File: src/rtl/prom_arbiter.sv
// Two-port arbiter for the single-port boot PROM: picks one read per cycle,
// drives ce/adr, and steers the 1-cycle-latency PROM data back to its owner.
module prom_arbiter #(
   parameter int AW         = 10,
   parameter int DW         = 32,
   parameter int FIXED_PRIO = 0
) (
   input  logic          clk,
   input  logic          rst,
   input  logic          p0_req,
   input  logic [AW-1:0] p0_adr,
   output logic          p0_ack,
   output logic [DW-1:0] p0_data,
   input  logic          p1_req,
   input  logic [AW-1:0] p1_adr,
   output logic          p1_ack,
   output logic [DW-1:0] p1_data,
   output logic          rom_ce,
   output logic [AW-1:0] rom_adr,
   input  logic [DW-1:0] rom_data
);

   // Handshake: a requester raises pN_req with a stable pN_adr and holds both
   // until the single-cycle pN_ack; req still high in the cycle after ack is a new read.

   logic          pend_vld_q, pend_vld_d;
   logic          pend_port_q, pend_port_d;
   logic          last_grant_q, last_grant_d;
   logic [DW-1:0] hold0_q, hold0_d;
   logic [DW-1:0] hold1_q, hold1_d;

   logic elig0, elig1;
   logic grant, gport, issue;

   always_comb begin
      // The ack cycle still shows the old request, so the owner of the read in flight is masked.
      elig0 = p0_req & ~(pend_vld_q & ~pend_port_q);
      elig1 = p1_req & ~(pend_vld_q &  pend_port_q);
      grant = 1'b0;
      gport = 1'b0;
      if (elig0 && elig1) begin
         grant = 1'b1;
         gport = (FIXED_PRIO != 0) ? 1'b0 : ~last_grant_q;
      end else if (elig0) begin
         grant = 1'b1;
         gport = 1'b0;
      end else if (elig1) begin
         grant = 1'b1;
         gport = 1'b1;
      end
      issue   = grant & ~rst;
      rom_ce  = issue;
      rom_adr = '0;
      if (issue) begin
         rom_adr = gport ? p1_adr : p0_adr;
      end
   end

   always_comb begin
      pend_vld_d   = grant;
      pend_port_d  = gport;
      last_grant_d = grant ? gport : last_grant_q;
      // Acks are suppressed under reset so an aborted read never completes.
      p0_ack  = pend_vld_q & ~pend_port_q & ~rst;
      p1_ack  = pend_vld_q &  pend_port_q & ~rst;
      hold0_d = p0_ack ? rom_data : hold0_q;
      hold1_d = p1_ack ? rom_data : hold1_q;
      p0_data = p0_ack ? rom_data : hold0_q;
      p1_data = p1_ack ? rom_data : hold1_q;
   end

   always_ff @(posedge clk) begin
      if (rst) begin
         pend_vld_q   <= 1'b0;
         pend_port_q  <= 1'b0;
         last_grant_q <= 1'b1;
         hold0_q      <= '0;
         hold1_q      <= '0;
      end else begin
         pend_vld_q   <= pend_vld_d;
         pend_port_q  <= pend_port_d;
         last_grant_q <= last_grant_d;
         hold0_q      <= hold0_d;
         hold1_q      <= hold1_d;
      end
   end

endmodule

File: config.mk
export PLATFORM = sky130hd
export DESIGN_NAME = prom_arbiter
export DESIGN_NICKNAME = d
export VERILOG_FILES = /design/src/rtl/prom_arbiter.sv
export SDC_FILE = /design/constraint.sdc
export NUM_CORES = 1
export LEC_CHECK = 0
export BUFFER_PORTS_ARGS = -buffer_cell sky130_fd_sc_hd__buf_2
export CORE_MARGIN = 2
export CORE_UTILIZATION = 30
export CTS_CLUSTER_DIAMETER = 50
export DETAILED_ROUTE_END_ITERATION = 8
export PLACE_DENSITY = 0.58
export SYNTH_ARGS = -nofsm -noshare
export SYNTH_HDL_FRONTEND = slang
export SYNTH_SLANG_ARGS = --single-unit
File: constraint.sdc
create_clock -name clk -period 2.2 [get_ports clk]
set_input_delay 0.44 -clock clk [delete_from_list [all_inputs] [get_ports clk]]
set_output_delay 0.44 -clock clk [all_outputs]
set_load 0.01 [all_outputs]
## Word-level counts from Yosys, hierarchy flattened

Index checks and enable logic that the tools add are counted.
W data, S select, Z words.

- Muxes and demuxes: 9
- Bitwise gates (word level): 12
- Reductions and logical operators: 1

Operators by type and width:

| kind | count |
|---|---|
| $mux W32 | 2 |
| $mux W10 | 2 |
| $and A1 B1 Y1 | 7 |
| $mux W1 | 5 |
| $not A1 Y1 | 5 |
| $logic_and A1 B1 Y1 | 1 |

- Register bits after elaboration: 67
- Bits of input ports: 56
- Output and inout bits: 77
- Logic and storage cells: 27

## Logic depth before layout (Yosys ltp)

- Depth in word-level cells: 8
- Depth in mapped cells: 5
- Depth with buffers taken out: 3

## Worst setup path after synthesis

No wires, ideal clock.

- Kind: register to output
- Start point: register pend_port_q
- End point: output p0_data[22]
- Data arrival time: 1317 ps
- Data required time: 1760 ps
- Path slack: 443 ps
- Cell stages (with the launch flop): 5
- Path buffers: 2
- Cell sequence: dfxtp_1 -> buf_2 -> nor3b_4 -> buf_6 -> mux2_2

- Longest elaborated chain between the ends: 4

Ends and longest elaborated chain:

| element | line | RTL |
|---|---|---|
| from (decl) | 27 | `logic pend_port_q, pend_port_d;` |
| from (signal assigned) | 81 | `pend_port_q <= pend_port_d;` |
| $not A1 Y1 | 64 | `p0_ack = pend_vld_q & ~pend_port_q & ~rst;` |
| $and A1 B1 Y1 (2 in a row) | 64 |  |
| via p0_ack | 12 | `output logic p0_ack,` |
| $mux W32 | 68 | `p0_data = p0_ack ? rom_data : hold0_q;` |
| to (decl) | 13 | `output logic [DW-1:0] p0_data,` |

The timed path passes the listed nets, and every way through them passes these cells.

## Final worst setup path

- Start point: register pend_vld_q
- End point: output p0_data[4]

- Longest elaborated chain between the ends: 3

Ends and longest elaborated chain:

| element | line | RTL |
|---|---|---|
| from (decl) | 26 | `logic pend_vld_q, pend_vld_d;` |
| from (signal assigned) | 80 | `pend_vld_q <= pend_vld_d;` |
| $and A1 B1 Y1 (2 in a row) | 64 |  |
| $mux W32 | 68 |  |

No other way between the ends.

==> Flow_metrics.wiki <==
{| class="wikitable"
! Metric !! Value
|-
| Starting density of the core || 30.79%
|-
| Count of cell types in the netlist || 24
|-
| Leakage power of the design || 1.965 nW
|-
| Commonest non-fill, non-tap cells in the layout || buf_2, nor2b_1, dfxtp_1
|-
| Root Buffer Master || clkbuf_8
|-
| Crit path max fanout || 6
|-
| Primary FF master, synth || dfxtp_1
|-
| Most frequent standard cell in the layout excluding fill and tap cells || buf_2
|-
| Ratio of cells with drive above 1 in the final layout || a little under three fifths
|-
| Number of max-cap violations || 0
|-
| Vert. Die Dim || 101.2 um
|-
| Fraction of power spent switching nets || 24.72%
|-
| Detailed-placement wirelength estimate || 4707 um
|-
| Global routing usage summed across all routing layers || 13.13%
|-
| Worst-case vdd ir drop || 0.2901 mV
|-
| Post-Place Cell Area || 3611 um2
|-
| Post-layout utilization of the core || 42.67%
|-
| Number of global-route vias before repair || 2297
|-
| Final worst-path cycle share || between 90% and 100%
|-
| Critical path arrival || 1.69 ns
|-
| Global-route congestion overflow total || 0
|-
| Setup skew after layout || 0.006040 ns
|-
| Hold Fails Final Rpt || 0
|-
| Power Dens Cells || ~680 nW/um2
|-
| Status || completed
|-
| Vias/cell || 4.573
|-
| Layout overhead on the synthesized area || 38.58%
|-
| Top achievable clock speed || around 0.47 GHz
|-
| Final non-filler cell area || about 3900 um2
|-
| Setup repair after global routing missed its margin || yes
|-
| Global-route wire length before repair || 10470 um
|-
| CTS tree || built
|-
| Maximum level of the CTS H-tree || 3
|-
| Number of failing setup endpoints in the final timing report || 0
|-
| Total die area || just over 10000 um2
|-
| Sink Count || between 60 and 70
|-
| Part of the total power dissipated in sequential elements || a little under half
|-
| GP Congestion || 0.6867
|-
| Final critical-path required period || 2.132 ns
|-
| Worst-skew pair later-pin latency || between 0.3 and 0.4 ns
|-
| Num CTS Buffers || 9
|-
| Count of pins on the block boundary || 133
|-
| Gate Count Post-Synth || between 200 and 300
|-
| Power Total || between 2 and 3 mW
|-
| Standard-cell row count || 35
|-
| Maximum number of pins on one net before global-route repair || 39
|-
| Antenna violations before repair || 0
|-
| Critical path required time || 1.76 ns
|-
| Average detailed-routed wire length per instance || about 13 um
|-
| Top-area cell type share of the netlist area || between 40 and 50%
|-
| Final antenna diode count || 0
|-
| Flops & latches, synth || 67
|-
| # DRC || 0
|-
| Remaining antenna violation count || 0
|-
| Synthesized netlist net count || 316
|-
| Fraction of synthesis flops using an asynchronous set or reset pin || 0%
|-
| Worst Setup Start Kind || flop
|-
| Type of the worst setup path || reg -> out
|-
| Count of yosys warnings during synthesis || 0
|-
| Placeable core area || 9196 um2
|-
| Cell area after technology mapping || 2831 um2
|-
| Post-synthesis cell type with the largest combined area || dfxtp_1
|-
| Worst Hold Class || in -> reg
|-
| Buffers on Ports || 132
|-
| Least-Margin Pin Slew || approximately 0.39 ns
|-
| Via total after detailed routing || 2346
|-
| DR iter-0 viols || 47
|-
| Combinational fraction of design power || 15.0%
|-
| Switching power summed over all nets || 0.6589 mW
|-
| Net count, final || 453
|-
| Clock network fraction of design power || 37.6%
|-
| Max-slew violation count || 0
|-
| Number of enable-type register cells in the synthesized netlist || 0
|-
| Die X-Extent || between 100 and 150 um
|-
| Synthesized area per cell || 10.89 um2
|-
| CP endpoint kind || output pin
|-
| Max Buffers Root-to-Sink || 2
|-
| CTS Hold Bufs || 0
|-
| Worst max-slew margin expressed relative to the limit || between 70 and 80%
|-
| Cell Count, Final, Fillers Out || 513
|-
| Top area cells in the synthesized netlist || dfxtp_1, mux2_2, nor2b_1, a21oi_1, nand3_1
|-
| Sequential cell area fraction in the yosys report || 47.37%
|-
| Placed insts || about 490
|-
| Internal power contribution || 2.007 mW
|-
| Post-detailed-routing wire length || 6781 um
|-
| Number of iterations in the first detailed-routing pass || 4
|-
| Reg clk slew, reported paths || 0.08 ns
|}
routing by layer:
layer | part of all wire [%] | track usage (%) | vias to the layer above
li1 | - | - | 1145
met3 | 7.5 | 4.486 | 12
met2 | 47 | 21.96 | 102
met1 | 43 | 14.96 | 1087
met4 | 2.2 | 6.549 | 0
met5 | 0 | 0 | -
registers in the layout, summed over array words and instances (netlist names):
signal / flops
hold0_q: 32
hold1_q: 32
last_grant_q: 1
pend_port_q: 1
pend_vld_q: 1
cells by family after synthesis:
| group | synth area share (%) |
|---|---|
| muxes | 25.81 |
| buffers and inverters | 3.844 |
| DFF | 47.37 |
| AOI/OAI and AO/OA | 4.684 |
| and+or+nand+nor | 18.29 |
cell usage after synthesis (2+ instances only):
cell / number
mux2_2: 61
clkbuf_1: 11
nand3b_1: 2
nor2b_1: 65
inv_1: 3
buf_6: 3
a21oi_1: 10
mux2_1: 3
dfxtp_1: 67
nand3_1: 10
buf_2: 3
o21ai_0: 10
worst max-delay path, stage by stage, from the launching register on:
cell and delay (ns):
dfxtp_4 0.37, nor3b_4 0.20, buf_6 0.16, clkbuf_16 0.15
mux2_2 0.35, buf_6 0.13
worst paths after layout:
check                                                  to  slack (ns)  cells past startpoint                       from
worst max register to register      hold0_q[4]$_SDFF_PP0_        0.72                      5      pend_vld_q$_SDFF_PP0_
worst max-delay path                           p0_data[4]        0.07                      5      pend_vld_q$_SDFF_PP0_
worst min-delay path                hold0_q[9]$_SDFF_PP0_        0.46                      3                rom_data[9]
worst min register to register  last_grant_q$_SDFFE_PP1P_        0.56                      3  last_grant_q$_SDFFE_PP1P_
layout make-up:
cell class / instances / area, um2
Multi-Input combinational cell: 172 / 1396
Clock inverter: 5 / 52.55
Timing Repair Buffer: 144 / 837.1
Sequential cell: 67 / 1346
Tap cell: 111 / 138.9
Clock buffer: 11 / 141.4
Fill cell: 913 / 5273
Inverter: 3 / 11.26
power by group through the flow:
| stage | clock network, mW | logic [mW] | registers [mW] |
|---|---|---|---|
| final | 1.00 | 0.400 | 1.26 |
| after global routing | 1.11 | 0.442 | 1.27 |
| after CTS | 1.05 | 0.375 | 1.26 |
| after detailed placement | 0 | 0.373 | 1.29 |
| after global placement | 0 | 0.370 | 1.29 |
| after floorplan | 0 | 0.223 | 1.28 |
stage by stage:
stage	setup TNS (ns)	hold slack, ns	worst slack, ns
after floorplan	0	0.4911	0.4426
after global placement	0	0.5075	0.1776
after detailed placement	0	0.5248	0.1810
after CTS	0	0.4271	0.01437
after global routing	-0.1833	0.4469	-0.01382
final	0	0.4605	0.06757
repair_timing:
item | in CTS | in global routing
gates cloned | 0 | 2
pin swaps | 1 | 1
endpoints found under the setup margin | 32 | 38
gates resized for setup | 3 | 9
setup buffers | 0 | 3
(Power assumes the default switching activity.)
